**config.mk**
```make
export PLATFORM = sky130hd
export DESIGN_NAME = vm_change
export DESIGN_NICKNAME = d
export VERILOG_FILES = /design/src/rtl/vm_change.sv
export SDC_FILE = /design/constraint.sdc
export NUM_CORES = 1
export LEC_CHECK = 0
export CAP_MARGIN = 20
export CELL_PAD_IN_SITES_DETAIL_PLACEMENT = 1
export CELL_PAD_IN_SITES_GLOBAL_PLACEMENT = 2
export CORE_ASPECT_RATIO = 0.9
export CORE_MARGIN = 4
export CORE_UTILIZATION = 29
export CTS_CLUSTER_SIZE = 14
export DETAILED_ROUTE_END_ITERATION = 10
export PLACE_DENSITY_LB_ADDON = 0.1
export SKIP_LAST_GASP = 1
export SYNTH_ARGS = -nofsm -noshare
export SYNTH_HDL_FRONTEND = slang
export SYNTH_SLANG_ARGS = --single-unit
```
**constraint.sdc**
```tcl
create_clock -name clk -period 7.4 [get_ports clk]
set_clock_uncertainty 0.15 [all_clocks]
set_input_delay 0.74 -clock clk [delete_from_list [all_inputs] [get_ports clk]]
set_output_delay 0.74 -clock clk [all_outputs]
set_load 0.1 [all_outputs]
```
**src/rtl/vm_change.sv**
```systemverilog
// rtl/vm_change.sv - multi-product vending controller with credit, dispense and change handshake
//
// Purpose: accumulates coin value into a credit register and serves a product
// chosen from a price table. When a purchase is accepted, the price is deducted
// and a one-cycle dispense pulse is issued. Any remaining credit is then paid
// out through a valid/ack change handshake. Cancel refunds the whole credit
// through the same handshake.
//
// Ports:
//   clk        system clock, rising edge
//   rst        synchronous active-high reset
//   c, a       coin strobe and coin value
//   price      packed price table, product k at [k*W +: W]
//   sel, buy   product select and purchase strobe
//   cancel     refund request strobe
//   chg_ack    payout mechanism accepted chg
//   credit     accumulated credit
//   d, d_id    dispense pulse and product id
//   chg_valid  change amount pending; chg holds the amount
//   rej        coin rejected pulse
//   nak        purchase refused pulse

module vm_change #(
    parameter  int W      = 8,
    parameter  int N_PROD = 4,
    localparam int SW     = (N_PROD > 1) ? $clog2(N_PROD) : 1
) (
    input  logic                clk,
    input  logic                rst,
    input  logic                c,
    input  logic [W-1:0]        a,
    input  logic [N_PROD*W-1:0] price,
    input  logic [SW-1:0]       sel,
    input  logic                buy,
    input  logic                cancel,
    input  logic                chg_ack,
    output logic [W-1:0]        credit,
    output logic                d,
    output logic [SW-1:0]       d_id,
    output logic                chg_valid,
    output logic [W-1:0]        chg,
    output logic                rej,
    output logic                nak
);

    typedef enum logic [1:0] {
        S_IDLE,
        S_DISP,
        S_CHANGE
    } state_t;

    state_t        r_state;
    logic [W-1:0]  r_credit;
    logic          r_d;
    logic [SW-1:0] r_d_id;
    logic          r_chg_valid;
    logic [W-1:0]  r_chg;
    logic          r_rej;
    logic          r_nak;

    logic [W-1:0]  w_price;
    logic          w_sel_ok;
    logic [W:0]    w_sum;
    logic          w_afford;
    logic          w_has_credit;

    // Price lookup. sel may exceed N_PROD-1 when N_PROD is not a power of
    // two; w_sel_ok flags a select that matched a real table entry.
    always_comb begin
        w_price  = '0;
        w_sel_ok = 1'b0;
        for (int k = 0; k < N_PROD; k++) begin
            if (sel == SW'(k)) begin
                w_price  = price[k*W +: W];
                w_sel_ok = 1'b1;
            end
        end
    end

    // One extra bit catches coin overflow instead of silently wrapping.
    assign w_sum        = {1'b0, r_credit} + {1'b0, a};
    assign w_afford     = (r_credit >= w_price);
    assign w_has_credit = (r_credit != '0);

    always_ff @(posedge clk) begin
        if (rst) begin
            r_state     <= S_IDLE;
            r_credit    <= '0;
            r_d         <= 1'b0;
            r_d_id      <= '0;
            r_chg_valid <= 1'b0;
            r_chg       <= '0;
            r_rej       <= 1'b0;
            r_nak       <= 1'b0;
        end else begin
            r_d   <= 1'b0;
            r_rej <= 1'b0;
            r_nak <= 1'b0;
            case (r_state)
                S_IDLE: begin
                    if (cancel) begin
                        // Cancel outranks everything; a coin arriving in the
                        // same cycle is bounced back.
                        r_rej <= c;
                        if (w_has_credit) begin
                            r_chg_valid <= 1'b1;
                            r_chg       <= r_credit;
                            r_state     <= S_CHANGE;
                        end
                    end else if (buy) begin
                        r_rej <= c;
                        if (!w_sel_ok || !w_afford) begin
                            r_nak <= 1'b1;
                        end else begin
                            r_credit <= r_credit - w_price;
                            r_d_id   <= sel;
                            r_d      <= 1'b1;
                            r_state  <= S_DISP;
                        end
                    end else if (c) begin
                        if (w_sum[W]) begin
                            r_rej <= 1'b1;
                        end else begin
                            r_credit <= w_sum[W-1:0];
                        end
                    end
                end

                S_DISP: begin
                    // r_credit already holds the remainder after the price
                    // was deducted on entry.
                    r_rej <= c;
                    if (w_has_credit) begin
                        r_chg_valid <= 1'b1;
                        r_chg       <= r_credit;
                        r_state     <= S_CHANGE;
                    end else begin
                        r_state <= S_IDLE;
                    end
                end

                S_CHANGE: begin
                    r_rej <= c;
                    if (chg_ack) begin
                        r_credit    <= '0;
                        r_chg_valid <= 1'b0;
                        r_chg       <= '0;
                        r_state     <= S_IDLE;
                    end
                end

                default: begin
                    r_state <= S_IDLE;
                end
            endcase
        end
    end

    assign credit    = r_credit;
    assign d         = r_d;
    assign d_id      = r_d_id;
    assign chg_valid = r_chg_valid;
    assign chg       = r_chg;
    assign rej       = r_rej;
    assign nak       = r_nak;

endmodule

```
=== Word-level counts from Yosys, hierarchy flattened ===
Index checks and enable logic that the tools add are counted.

* Equality and inequality tests: 14
* Add/sub/neg operators: 2
* Order comparisons: 1
* Reductions and logical operators: 14
* Muxes and demuxes: 36
* Bitwise logic cells: 4

{| class="wikitable"
|+ Operator list
! operator !! count
|-
| 8-bit 2-to-1 mux || 12
|-
| 8-bit case mux with 3 select lines || 1
|-
| 3-bit != test (second input constant) || 6
|-
| 8-bit case mux with 2 select lines || 1
|-
| 1-bit 2-to-1 mux || 13
|-
| 2-bit 2-to-1 mux || 6
|-
| 8-bit by 8-bit adder with 9-bit output || 1
|-
| 8-bit >= comparator || 1
|-
| 4-bit AND reduction || 2
|-
| 8-bit nonzero test || 1
|-
| 8-bit subtractor || 1
|-
| 2-bit == test (second input constant) || 3
|-
| 2-bit != test (second input constant) || 3
|-
| 2-bit case mux with 3 select lines || 1
|-
| 6-bit AND reduction || 1
|-
| 2-bit by 1-bit == test with 1-bit output (second input constant) || 2
|-
| 2-bit zero test || 2
|-
| 1-bit inverter || 4
|-
| 4-bit OR reduction || 1
|-
| 1-bit case mux with 3 select lines || 1
|-
| 3-bit AND reduction || 1
|-
| 3-bit nonzero test || 1
|-
| 1-bit zero test || 2
|-
| 1-bit case mux with 2 select lines || 1
|-
| other kinds (3) || 3
|}

* Bits in registers: 24
* Bits of input ports: 48
* Word-level logic and storage cells: 79
* Output and inout port bits: 22

=== Logic depth before layout (Yosys ltp) ===
* Depth in word-level cells: 12
* Gate-level depth with buffers: 10

=== Worst setup path before layout ===
Ideal clock, no wire load.

* Path kind: input to register
* Start point: input port sel[0]
* End point: register r_state[1]
* Cell stages on the path: 10
* Arrival: 3.170 ns
* Path buffers: 1
* Library setup time: 0.129 ns
* Path slack: 3.951 ns
* Required time: 7.121 ns
* Path through: buf_2 mux4_2 ha_1 fa_1 nand2b_1 a21oi_2 o21ai_0 a211o_1 a221oi_1 a311oi_1

* Longest elaborated chain between the ends: 10
* Elaborated cells between the ends (all ways): 18

{| class="wikitable"
|+ Ends and longest elaborated chain
! element !! line !! RTL
|-
| from (decl) || 33 || <nowiki>input logic [SW-1:0] sel,</nowiki>
|-
| 2-bit zero test || 73 || <nowiki>if (sel == SW'(k)) begin</nowiki>
|-
| 8-bit 2-to-1 mux (4 in a row) || 73 ||
|-
| 8-bit >= comparator || 82 || <nowiki>assign w_afford = (r_credit >= w_price);</nowiki>
|-
| 1-bit zero test || 112 || <nowiki>if (!w_sel_ok || !w_afford) begin</nowiki>
|-
| 1-bit logical OR * || 112 ||
|-
| 3-bit != test (no line) * || -- ||
|-
| 4-bit AND reduction (no line) * || -- ||
|-
| to (signal assigned) || 108 || <nowiki>r_state <= S_CHANGE;</nowiki>
|-
| to (signal assigned) || 118 || <nowiki>r_state <= S_DISP;</nowiki>
|-
| to (signal assigned) || 136 || <nowiki>r_state <= S_CHANGE;</nowiki>
|-
| to (decl) || 52 || <nowiki>state_t r_state;</nowiki>
|}

Mark *: on every way between the ends. The rest lies on a longest branch, timed or not.
A chain may end at the register's enable or synchronous reset.

=== Worst setup path in the final report ===
* Start point: input port sel[0]
* End point: register r_credit[3] (netlist: credit[3])

* Longest elaborated chain between the ends: 10
* Elaborated cells between the ends (all ways): 23

{| class="wikitable"
|+ Ends and longest elaborated chain
! element !! line !! RTL
|-
| 2-bit zero test || 73 ||
|-
| 8-bit 2-to-1 mux (4 in a row) || 73 ||
|-
| 8-bit subtractor or 8-bit >= comparator (tied branches) || 115, 82 ||
|-
| 8-bit 2-to-1 mux or 1-bit zero test (tied branches) || 112 ||
|-
| 8-bit 2-to-1 mux or 1-bit logical OR (tied branches) || 110, 112 ||
|-
| 8-bit 2-to-1 mux or 3-bit != test (tied branches) || -- ||
|-
| 8-bit case mux with 2 select lines or 6-bit AND reduction (tied branches) || -- ||
|-
| to (signal assigned) || 115 || <nowiki>r_credit <= r_credit - w_price;</nowiki>
|-
| to (signal assigned) || 124 || <nowiki>r_credit <= w_sum[W-1:0];</nowiki>
|-
| to (decl) || 53 || <nowiki>logic [W-1:0] r_credit;</nowiki>
|}

Parallel ways exist; a longest one is shown, timed or not. The select of a mux whose other input is x is not followed.

==> impl_metrics.ini <==
[run_status]
status = completed

[power]
seqPwrFrac = 0.225
p_clk_frac = 0.155
pwr-share-comb = 0.619
vdd_ir_drop_max_uv = 98.92
p_leak_nw = 1.180
p_sw_frac = 0.4851
intPower_mw = 0.3903
p_sw_mw = 0.3677
powerDensity_nw_per_um2 = 255.2
power_mw = 0.7580

[timing]
setup_violations = 0
fin_setup_tns_ns = 0
period_share = 0.5531
drv_slew = 0
finalHoldViolCount = 0
tightest_slew_ns = 0.9749
fmax_ghz = 0.2443
final.setup.worst_slack_ns = 3.307
rsz0062_at_grt = false
slew_headroom = 0.3481
min_period_ns = 4.093

[detailed_routing]
avgRoutedWirePerCell_um = 16.60
routed_wl_um = 6574
first_pass_iters = 4
final_antenna_net_count = 0
remaining_drc_errors = 0
vias_per_cell = 5.159
vias = 2043
drt_iter0_drc = 60

[clocking]
cts_buffers = 3
hold_buffers = 0
ctsResizeCount = 0
cts_max_level = 1
cts_root_buf = clkbuf_8
cts_max_path_buffers = 2
clkTransAtPathRegs_ns = 0.09
cts_setup_buffers = 0
clkLatencyLatePin_ns = 0.27
cts_tree = done
clock_sinks = 24

[floorplan]
start_util = 0.2994
fp.coreArea_um2 = 7076
rows = 29
dieArea_um2 = 8738
die_x_um = 98.09
die_h_um = 89.08
ios = 70

[critical_path]
critPathLaunch = sel[0]
cp-start-kind = input pin
rr_startpoint = credit[0]$_SDFFE_PP0P_
rrSetupSlack_ns = 4.50
crit_path_max_fanout = 9
crit_required_ns = 7.44
timing.rr.end = credit[3]$_SDFFE_PP0P_
crit_arrival_ns = 4.13
critPathKind = in2reg
rr_worst_depth = 9
critPathCapture = credit[3]$_SDFFE_PP0P_
crit_path_end_kind = flop

[global_routing]
grt_overflow = 0
grt_first_pass_wirelength_um = 11100
grt_max_degree = 26
track_usage = 0.1586
grt_pass1_vias = 2213
grt_antenna_before_repair = 0

[synth]
synthDominantCellAreaShare = 0.2268
ys_types = 53
synth_area_leaders = dfxtp_1, ha_1, mux4_2
ys_seq_area_frac = 0.2268
syn-num-nets = 307
synthXorXnorAreaFrac = 0.03308
synth-edff-count = 0
ys.flop_type = dfxtp_1
synthAdderAreaFrac = 0.1370
ys_ff_latch = 24
synth_cells = 237
async_reset_ff_frac = 0
synth_mux_area_frac = 0.1282
synth_compound_area_frac = 0.2510
yosysTopAreaCell = dfxtp_1
synth_top_family_by_area = compound AO/OA/AOI/OAI gates
avgSynthCellArea_um2 = 8.938
yosys.area_share.simple = 0.1742
synthesis.area_um2 = 2118
yosys_warnings = 0

[place]
dp_hpwl_um = 5383
pre_cts_slack_ns = 2.965
io_buffers = 69
dpl_cell_area_um2 = 2899
gp_congestion = 0.8061

[run]
drv_cap = 0

[min_path]
worst_hold_path_type = reg2reg
hold_depth = 2

[cells_and_area]
drive_above_1_share = 0.09241
fin_nets = 374
stdcell_area_um2 = 2970
syn_to_final_growth_pct = 40.22
antenna_cells = 0
## final cells by class
class,count,area (um2)
Clock buffer,3,41.29
Clock inverter,1,30.03
Fill cell,828,4105
Inverter,19,71.32
Multi-Input combinational cell,186,1533
Sequential cell,24,480.5
Tap cell,93,116.4
Timing Repair Buffer,70,698.2
## power groups by stage
stage	Combinational [mW]	Clock, mW	Sequential (mW)
2_1_floorplan	0.246	0	0.272
3_3_place_gp	0.471	0	0.175
3_5_place_dp	0.470	0	0.175
4_1_cts	0.473	0.120	0.172
5_1_grt	0.511	0.127	0.175
6_report	0.469	0.118	0.171
## registers in the layout (all words and copies together), names as in the netlist
name       flops
chg            8
chg_valid      1
credit         8
d              1
d_id           2
nak            1
r_state        2
rej            1
## how the worst min path moves through the flow
stage	from	endpoint
finish	chg[2]$_SDFFE_PP0P_	chg[2]$_SDFFE_PP0P_
global route	chg[4]$_SDFFE_PP0P_	chg[4]$_SDFFE_PP0P_
CTS	chg[2]$_SDFFE_PP0P_	chg[2]$_SDFFE_PP0P_
detailed placement	chg[2]$_SDFFE_PP0P_	chg[2]$_SDFFE_PP0P_
global placement	chg[3]$_SDFFE_PP0P_	chg[3]$_SDFFE_PP0P_
floorplan	r_state[1]$_SDFFE_PP0P_	r_state[1]$_SDFFE_PP0P_
## worst max-delay path, stage by stage
cell	delay, ns
clkdlybuf4s50_1	0.81
mux4_2	0.57
ha_1	0.22
fa_1	0.39
nand2b_1	0.19
a21oi_2	0.21
o21ai_0	0.20
a21oi_1	0.42
o2111ai_1	0.21
a21oi_1	0.17
## through the flow
stage / cells / hold WS (ns) / utilization
3_3_place_gp: 392 / 0.3115 / 0.4097
3_5_place_dp: 392 / 0.3081 / 0.4097
5_1_grt: 396 / 0.3670 / 0.4198
4_1_cts: 396 / 0.3236 / 0.4198
2_1_floorplan: 237 / 0.4138 / -
6_report: 396 / 0.3210 / 0.4198
## synth_stat cells (all sizes together) (2+ instances only)
library cell,instances
nor3,5
o21ai,8
nor4b,2
nand3,12
a21o,6
a21oi,21
xor2,2
o21a,2
xnor2,6
nor2b,2
a211oi,2
and3,2
o211ai,4
mux4,8
fa,2
and4,2
nor2,26
nor4,4
ha,20
buf,3
mux2i,8
dfxtp,24
o32ai,2
nand2,7
a22oi,2
o2111ai,5
inv,18
nand2b,9
o31ai,2
clkbuf,5
## logic make-up after synthesis
logic type,count (synthesis)
and+or+nand+nor,73
AOI/OAI and AO/OA,66
buffers and inverters,27
DFF,24
adders and majority gates,22
muxes,17
xor gates and xnor gates,8
## per-layer routing
metal,track usage,up-vias,share of wire
li1,-,1021,-
met1,0.2176,953,0.50
met2,0.2621,67,0.43
met3,0.04212,2,0.072
met4,0.01509,0,0.0030
met5,0,-,0
## layout by cell type (no fill, tap or decap), types with 2 or more instances in the layout
master           count
nor2_1              26
clkbuf_8             3
o211ai_1             2
mux4_2               8
and3_1               2
mux2i_1              8
dfxtp_1             24
o21ai_0              6
nor2b_1              2
nor4b_1              2
nor3_1               5
nand3_1             12
inv_1               18
fa_1                 2
o31ai_1              2
and4_1               2
o21a_1               2
a21o_1               6
xnor2_1              6
a21oi_1             19
ha_1                20
a22oi_1              2
o21ai_2              2
o2111ai_1            5
nor4_1               4
xor2_1               2
nand2b_1             9
clkdlybuf4s50_1     69
nand2_1              6
o32ai_1              2
(Power assumes the default switching activity.)
